--- src/rtl/demux_1_to_4_buffered_pkg.sv ---
// Shared constants for the buffered 1:4 word demux.
// Lane encodings and the select-to-one-hot decoder.
package demux_pkg;

  localparam int LANE_COUNT = 4;

  localparam logic [1:0] LANE1 = 2'b00;
  localparam logic [1:0] LANE2 = 2'b01;
  localparam logic [1:0] LANE3 = 2'b10;
  localparam logic [1:0] LANE4 = 2'b11;

  function automatic logic [LANE_COUNT-1:0] lane_onehot(
    input logic [1:0] sel
  );
    logic [LANE_COUNT-1:0] oh;
    oh = '0;
    unique case (1'b1)
      (sel == LANE1): oh = 4'b0001;
      (sel == LANE2): oh = 4'b0010;
      (sel == LANE3): oh = 4'b0100;
      (sel == LANE4): oh = 4'b1000;
      default:        oh = '0;
    endcase
    return oh;
  endfunction

endpackage

--- src/rtl/demux_1_to_4_buffered_if.sv ---
// Producer/consumer bundle of the buffered 1:4 demux.
// master = traffic side, slave = the demux itself.
interface demux_1_to_4_buffered_if #(
  parameter int WORD_WIDTH = 32
);

  logic [1:0]            select;
  logic                  in_valid;
  logic                  in_ready;
  logic [WORD_WIDTH-1:0] inp;
  logic [3:0]            out_valid;
  logic [3:0]            out_ready;
  logic [WORD_WIDTH-1:0] out1;
  logic [WORD_WIDTH-1:0] out2;
  logic [WORD_WIDTH-1:0] out3;
  logic [WORD_WIDTH-1:0] out4;
  logic                  busy;

  modport master (
    output select,
    output in_valid,
    output inp,
    output out_ready,
    input  in_ready,
    input  out_valid,
    input  out1,
    input  out2,
    input  out3,
    input  out4,
    input  busy
  );

  modport slave (
    input  select,
    input  in_valid,
    input  inp,
    input  out_ready,
    output in_ready,
    output out_valid,
    output out1,
    output out2,
    output out3,
    output out4,
    output busy
  );

endinterface

--- src/rtl/demux_1_to_4_buffered_lane_fifo.sv ---
// Per-lane FIFO with pop-through when full.
// Outputs read as empty/zero while rst is high.
module demux_lane_fifo #(
  parameter int WORD_WIDTH = 32,
  parameter int LANE_DEPTH = 2
) (
  input  logic                  clk,
  input  logic                  rst,
  input  logic                  push,
  input  logic [WORD_WIDTH-1:0] din,
  output logic                  full,
  input  logic                  pop,
  output logic [WORD_WIDTH-1:0] dout,
  output logic                  empty
);

  localparam int PW = (LANE_DEPTH > 1) ? $clog2(LANE_DEPTH) : 1;
  localparam int CW = $clog2(LANE_DEPTH + 1);

  logic [WORD_WIDTH-1:0] mem_q [LANE_DEPTH];
  logic [PW-1:0]         wptr_q;
  logic [PW-1:0]         wptr_d;
  logic [PW-1:0]         rptr_q;
  logic [PW-1:0]         rptr_d;
  logic [CW-1:0]         cnt_q;
  logic [CW-1:0]         cnt_d;
  logic                  do_push;
  logic                  do_pop;

  assign empty = rst || (cnt_q == '0);
  assign full  = !rst && (cnt_q == CW'(LANE_DEPTH));
  assign dout  = rst ? '0 : mem_q[rptr_q];

  // A full lane may still accept a word when its head leaves this cycle.
  assign do_pop  = pop && !empty;
  assign do_push = push && !rst && (!full || do_pop);

  always_comb begin
    wptr_d = wptr_q + PW'(do_push);
    rptr_d = rptr_q + PW'(do_pop);
    cnt_d  = cnt_q + CW'(do_push) - CW'(do_pop);
  end

  always_ff @(posedge clk) begin
    if (rst) begin
      wptr_q <= '0;
      rptr_q <= '0;
      cnt_q  <= '0;
      for (int i = 0; i < LANE_DEPTH; i++) begin
        mem_q[i] <= '0;
      end
    end else begin
      wptr_q <= wptr_d;
      rptr_q <= rptr_d;
      cnt_q  <= cnt_d;
      if (do_push) begin
        mem_q[wptr_q] <= din;
      end
    end
  end

endmodule

--- src/rtl/demux_1_to_4_buffered.sv ---
// Buffered 1:4 word demux: one producer, four lane FIFOs.
// Top holds only push decode, in_ready mux and busy.
module demux_1_to_4_buffered
  import demux_pkg::*;
#(
  parameter int WORD_WIDTH = 32,
  parameter int LANE_DEPTH = 2
) (
  input  logic                      clk,
  input  logic                      rst,
  demux_1_to_4_buffered_if.slave    bus
);

  logic [LANE_COUNT-1:0] full;
  logic [LANE_COUNT-1:0] empty;
  logic [LANE_COUNT-1:0] push;
  logic [LANE_COUNT-1:0] pop;
  logic [WORD_WIDTH-1:0] dout [LANE_COUNT];
  logic                  rdy;

  // Independent of in_valid so the producer can wait on it.
  assign rdy = !full[bus.select] || bus.out_ready[bus.select];

  assign push = lane_onehot(bus.select)
              & {LANE_COUNT{bus.in_valid && rdy}};
  assign pop  = bus.out_ready & ~empty;

  for (genvar g = 0; g < LANE_COUNT; g++) begin : g_lane
    demux_lane_fifo #(
      .WORD_WIDTH (WORD_WIDTH),
      .LANE_DEPTH (LANE_DEPTH)
    ) u_fifo (
      .clk   (clk),
      .rst   (rst),
      .push  (push[g]),
      .din   (bus.inp),
      .full  (full[g]),
      .pop   (pop[g]),
      .dout  (dout[g]),
      .empty (empty[g])
    );
  end

  assign bus.in_ready  = rdy;
  assign bus.out_valid = ~empty;
  assign bus.busy      = |(~empty);
  assign bus.out1      = dout[0];
  assign bus.out2      = dout[1];
  assign bus.out3      = dout[2];
  assign bus.out4      = dout[3];

endmodule

--- src/flat_wrapper.sv ---
// flat-port wrapper written by rule: the top's interface ports become plain ports
module demux_1_to_4_buffered_flat import demux_pkg::*;
#(
  parameter int WORD_WIDTH = 32,
  parameter int LANE_DEPTH = 2
)
  (clk, rst, bus_select, bus_in_valid, bus_inp, bus_out_ready, bus_in_ready, bus_out_valid, bus_out1, bus_out2, bus_out3, bus_out4, bus_busy);
  demux_1_to_4_buffered_if #(.WORD_WIDTH(WORD_WIDTH)) bus_i ();
  input  logic clk;
  input  logic rst;
  input wire logic [$bits(bus_i.select)-1:0] bus_select;
  input wire logic [$bits(bus_i.in_valid)-1:0] bus_in_valid;
  input wire logic [$bits(bus_i.inp)-1:0] bus_inp;
  input wire logic [$bits(bus_i.out_ready)-1:0] bus_out_ready;
  output wire logic [$bits(bus_i.in_ready)-1:0] bus_in_ready;
  output wire logic [$bits(bus_i.out_valid)-1:0] bus_out_valid;
  output wire logic [$bits(bus_i.out1)-1:0] bus_out1;
  output wire logic [$bits(bus_i.out2)-1:0] bus_out2;
  output wire logic [$bits(bus_i.out3)-1:0] bus_out3;
  output wire logic [$bits(bus_i.out4)-1:0] bus_out4;
  output wire logic [$bits(bus_i.busy)-1:0] bus_busy;
  assign bus_i.select = bus_select;
  assign bus_i.in_valid = bus_in_valid;
  assign bus_i.inp = bus_inp;
  assign bus_i.out_ready = bus_out_ready;
  assign bus_in_ready = bus_i.in_ready;
  assign bus_out_valid = bus_i.out_valid;
  assign bus_out1 = bus_i.out1;
  assign bus_out2 = bus_i.out2;
  assign bus_out3 = bus_i.out3;
  assign bus_out4 = bus_i.out4;
  assign bus_busy = bus_i.busy;
  demux_1_to_4_buffered #(.WORD_WIDTH(WORD_WIDTH), .LANE_DEPTH(LANE_DEPTH)) u_core (.clk(clk), .rst(rst), .bus(bus_i));
endmodule
--- config.mk ---
export PLATFORM = sky130hd
export DESIGN_NAME = demux_1_to_4_buffered_flat
export DESIGN_NICKNAME = d
export VERILOG_FILES = /design/src/rtl/demux_1_to_4_buffered_pkg.sv /design/src/rtl/demux_1_to_4_buffered_if.sv /design/src/rtl/demux_1_to_4_buffered_lane_fifo.sv /design/src/rtl/demux_1_to_4_buffered.sv /design/src/flat_wrapper.sv
export SDC_FILE = /design/constraint.sdc
export NUM_CORES = 1
export LEC_CHECK = 0
export BUFFER_PORTS_ARGS = -buffer_cell sky130_fd_sc_hd__buf_4
export CAP_MARGIN = 20
export CELL_PAD_IN_SITES_DETAIL_PLACEMENT = 1
export CELL_PAD_IN_SITES_GLOBAL_PLACEMENT = 1
export CORE_MARGIN = 1
export CORE_UTILIZATION = 49
export CTS_BUF_LIST = sky130_fd_sc_hd__clkbuf_8
export CTS_CLUSTER_DIAMETER = 60
export DETAILED_ROUTE_END_ITERATION = 10
export PLACE_DENSITY = 0.91
export SYNTH_ARGS = -nofsm -noshare
export SYNTH_HDL_FRONTEND = slang
export SYNTH_HIERARCHICAL = 1
export SYNTH_SLANG_ARGS = --single-unit
--- constraint.sdc ---
create_clock -name clk -period 4.7 [get_ports clk]
set_clock_uncertainty 0.05 [all_clocks]
set_input_delay 0.94 -clock clk [delete_from_list [all_inputs] [get_ports clk]]
set_output_delay 0.94 -clock clk [all_outputs]
set_load 0.1 [all_outputs]
Word level (Yosys, flattened, before mapping)
Memories as Yosys holds them, arrays and structs flattened. A register that Yosys moved wholly into a read port is not among the register bits.
Cells that the tools add are included.
{"block": "totals", "output_inout_bits": 134, "n_memories": 4, "word_cells": 128, "reg_bits": 16, "ramBits": 256, "inputBits": 41}
{"name": "u_core.g_lane[0].u_fifo.mem_q", "depth": 2, "width": 32, "read_ports": 1, "rd_clocked_by_memory_dff": 1, "wr": 2, "line_no": "demux_1_to_4_buffered_lane_fifo.sv:20", "text": "logic [WORD_WIDTH-1:0] mem_q [LANE_DEPTH];"}
{"name": "u_core.g_lane[1].u_fifo.mem_q", "depth": 2, "width": 32, "read_ports": 1, "rd_clocked_by_memory_dff": 1, "wr": 2, "line_no": "demux_1_to_4_buffered_lane_fifo.sv:20"}
{"name": "u_core.g_lane[2].u_fifo.mem_q", "depth": 2, "width": 32, "read_ports": 1, "rd_clocked_by_memory_dff": 1, "wr": 2, "line_no": "demux_1_to_4_buffered_lane_fifo.sv:20"}
{"name": "u_core.g_lane[3].u_fifo.mem_q", "depth": 2, "width": 32, "read_ports": 1, "rd_clocked_by_memory_dff": 1, "wr": 2, "line_no": "demux_1_to_4_buffered_lane_fifo.sv:20"}
{"block": "op_classes", "addsub": 16, "bitwise_logic": 3, "n_eq_ne": 7, "magnitude_cmp": 1, "n_reduce_logical": 46, "mux": 39}
{"cell": "$mux 32", "count": 8}
{"cell": "$reduce_or 32->1", "count": 4}
{"cell": "$mux 1", "count": 28}
{"cell": "$logic_and 1x1->1", "count": 17}
{"cell": "$pmux 4 s4", "count": 1}
{"cell": "$eq 2x2->1 const B", "count": 6}
{"cell": "$logic_not 1->1", "count": 10}
{"cell": "$logic_not 2->1", "count": 5}
{"cell": "$logic_or 1x1->1", "count": 9}
{"cell": "$add 1x1->1", "count": 8}
{"cell": "$add 2x1->2", "count": 4}
{"cell": "$and 4x4->4", "count": 2}
{"cell": "$sub 2x1->2", "count": 4}
{"cell": "$bmux 1 s2", "count": 2}
{"cell": "$not 4->4", "count": 1}
{"cell": "$reduce_or 4->1", "count": 1}
{"cell": "$lt 2x3->1 const B", "count": 1}
{"cell": "$eq 2x1->1 const B", "count": 1}

Logic depth before layout (Yosys ltp)
{"block": "logic_depth", "word_depth": 15, "depth_mapped": 10, "ltp_nobuf": 9}

By module
The synthesis kept the hierarchy.
{"module": "demux_lane_fifo", "area_per_inst_um2": 3131.8, "instances": 4, "cells_each": 238, "seq_area_each_um2": 2001.9}
{"module": "demux_1_to_4_buffered", "area_per_inst_um2": 148.9, "instances": 1, "cells_each": 18, "seq_area_each_um2": 0.0}

Least setup slack after synthesis
No wires, ideal clock.
{"block": "synth_timing", "kind": "input to register", "startpoint": "in rst", "endpoint": "mem u_core.g_lane[0].u_fifo.mem_q[0][0] (enable)", "t_required_ns": 4.222, "setup_ns": 0.428, "path_buffers": 2, "path_slack_ns": 0.300, "t_arrival_ns": 3.921, "path_stages": 7, "cell_sequence": "buf_2 > clkbuf_1 > nor2_1 > nand2b_1 > nor4bb_1 > o21ai_0 > o21bai_1"}
{"item": "from (decl)", "line_no": "flat_wrapper.sv:10", "text": "input logic rst;"}
{"item": "to (decl)", "line_no": "demux_1_to_4_buffered_lane_fifo.sv:20"}

Worst setup path after layout
{"block": "layout_timing", "startpoint": "in rst", "endpoint": "out bus_out2[1]"}
{"block": "layout_between", "elab_chain_cells": 1}
{"item": "$mux 32", "line_no": "demux_1_to_4_buffered_lane_fifo.sv:32", "text": "assign dout = rst ? '0 : mem_q[rptr_q];"}
{"item": "to (decl)", "line_no": "flat_wrapper.sv:18", "text": "output wire logic [$bits(bus_i.out2)-1:0] bus_out2;"}
No other way between the ends.

==> run_results.csv <==
group,metric,value,unit
sta,drv_slew,0,
layout,final_net_count,1198,
sta,finalCriticalPeriod,3.49,ns
floorplan,start_util,50.2,%
power,seqPwrFrac,52.0,%
synthesis,avgSynthCellArea,13.1,um2
floorplan,row_count,58,
synthesis,synthCells,970,
synthesis,postSynthNetCount,1015,
place,gp_congestion,0.822,
critical_path,cp.arrival,2.50,ns
power,power_leakage,5.90,nW
route,routed_wl,33600,um
sta,slew_headroom,43.4,%
synthesis,syn_area,12700,um2
sta,max_freq,287,MHz
synthesis,yosysTopAreaCell,"edfxtp_1",
synthesis,yosysSeqAreaShare,63.2,%
sta,rsz0062_at_grt,"false",
cts,clockRootBuffer,"clkbuf_8",
synthesis,synth_top_area_share,60.6,%
layout,drive_gt1_share,23.8,%
cts,numCtsBuffers,44,
status,outcome,"finished clean",
hold_path,hp-class,"reg -> reg",
global_routing,grt_pass1_wl,50500,um
power,p_clk_share,34.0,%
sta,hold_viol_final,0,
critical_path,critPathMaxFanout,82,
sta,fin_hold_ws,0.641,ns
sta,fin_crit_sh,74.3,%
layout,multiInputGateArea,4440,um2
cts,cts_tree,"done",
power,switching_share,28.8,%
route,drtPass1Iterations,5,
power,p_per_area,354,nW/um2
layout,layout_common_cells,"256 x and2_1, 256 x edfxtp_1, 192 x buf_4",
layout,syn2layout_area_growth,20.0,%
critical_path,required,3.71,ns
cts,post_cts_resized,0,
power,vdd_ir_drop_max,201,uV
cts,cts_setup_buffers,0,
place,io_buffer_count,174,
power,power_frac_comb,14.0,%
cts,htreeDepth,2,
global_routing,overflow,0,
floorplan,die_h,163,um
global_routing,grt_max_degree,83,
route,drc,0,
cts,clockBufferDepth,3,
sta,tightestPinTransition,0.841,ns
floorplan,die_x,163,um
layout,diodes,0,
floorplan,dieArea,26500,um2
route,num_vias,8169,
route,drt-initial-drc-count,442,
route,route.antenna.remaining_nets,0,
global_routing,grtUsageTotal,25.7,%
synthesis,yosysUniqueCellTypes,29,
power,power.total,5.39,mW
global_routing,antenna_found_initial,0,
layout,ff_latch_area,8010,um2
route,via_per_inst,5.38,
critical_path,crit_path_start_kind,"primary input",
synthesis,ys_ff_latch,272,
global_routing,grt_pass1_vias,8827,
cts,clk_pin_slew,0.07,ns
sta,setup_viol,0,
cts,insertion_delay,0.56,ns
power,p_switching,1.55,mW
sta,fin_setup_tns,0,ns
floorplan,ios,175,
critical_path,path_class,"in -> out",
flow_run,max_cap_viol_count,0,
synthesis,synthTopCellsByArea,"edfxtp_1 61%, and2_1 13%, mux2i_1 10%",
place,post-dp-hpwl,22100,um
synthesis,synth_warnings,6,
cts,cts_sinks,272,
power,internal-power,3.84,mW
floorplan,core,25300,um2
cts,hold_buffers,0,
critical_path,critPathCaptureType,"output pin",
route,wire_per_inst,22.1,um
layout,nFillCells,2549,
-- critical path: stages --
cell and delay [ns]:
buf_6 0.49, buf_4 0.56, nor2_1 0.16, buf_4 0.27
-- registers in the layout, indices dropped and copies added, names as in the netlist --
register,cells
u_core/g_lane.u_fifo/cnt_q,8
u_core/g_lane.u_fifo/wptr_q,4
u_core/g_lane.u_fifo/rptr_q,4
u_core/g_lane.u_fifo/mem_q,256
-- layer usage --
metal	wire length [um]	share of wire, %	up-vias	GRT usage (%)
met3	1600	4.8	66	4.10
met2	17500	52	263	46.2
met1	13600	40	4106	30.7
li1	-	-	3734	-
met5	0	0	-	0
met4	877	2.6	0	9.73
-- cell type report --
cell class | instances | area share (%)
well taps | 330 | 2.71
inverters | 8 | 0.197
multi-input cells | 630 | 29.2
clock buffers | 47 | 4.25
flip-flops and latches | 272 | 52.7
repair buffers | 197 | 10.1
clock inverters | 33 | 0.872
-- Yosys cell counts, drive strengths merged --
cell type and number:
and2 256, edfxtp 256, nor2 144, mux2i 128, clkbuf 36, buf 24
dfxtp 16, nand2b 12, nor2b 12, o21bai 12, a21oi 8, inv 8
nor4b 8, o21ai 8, nor4bb 5, a21o 4, ha 4, mux2 4
nand2 4, nand3 4, nor3b 4, or2 4, xor2 4, and4b 2
and4 1, mux4 1, nand4 1
-- power groups by stage --
| stage | clock network [mW] | registers, mW | logic, mW |
|---|---|---|---|
| floorplan | 0 | 2.84 | 0.531 |
| global placement | 0 | 2.84 | 0.738 |
| detailed placement | 0 | 2.85 | 0.755 |
| CTS | 1.87 | 2.80 | 0.758 |
| global route | 1.96 | 2.81 | 0.783 |
| finish | 1.83 | 2.80 | 0.753 |
-- logic make-up (layout without fill, tap and decap cells) --
| kind of cell | count (synthesis) | count (layout) | share of synthesized area [%] |
|---|---|---|---|
| fa+ha+maj | 4 | 4 | 0.395 |
| flops | 272 | 272 | 63.2 |
| xor+xnor | 4 | 4 | 0.276 |
| mux | 133 | 133 | 10.6 |
| buf+inv | 68 | 285 | 2.49 |
| simple gates | 457 | 457 | 21.4 |
| compound gates | 32 | 32 | 1.58 |
-- path summary, 6_finish.rpt --
kind	startpoint	to	slack, ns	cells after the start
worst min register to register	u_core/g_lane[1].u_fifo/cnt_q[1]$_SDFF_PP0_	u_core/g_lane[1].u_fifo/cnt_q[1]$_SDFF_PP0_	0.64	2
worst min-delay path	u_core/g_lane[1].u_fifo/cnt_q[1]$_SDFF_PP0_	u_core/g_lane[1].u_fifo/cnt_q[1]$_SDFF_PP0_	0.64	2
worst max-delay path	rst	bus_out2[1]	1.21	4
worst max register to register	u_core/g_lane[0].u_fifo/cnt_q[0]$_SDFF_PP0_	u_core/g_lane[0].u_fifo/mem_q[0][7]$_SDFFCE_PN0P_	1.80	7
-- per-stage QoR --
step,worst slack (ns),cells,utilization (%),area (um2)
floorplan,0.300,970,-,12700
global placement,1.17,1433,56.8,14400
detailed placement,0.970,1433,56.8,14400
CTS,1.18,1513,59.9,15100
global route,1.10,1517,60.2,15200
finish,1.21,1517,60.2,15200
Power figures use the tool's default switching activity.
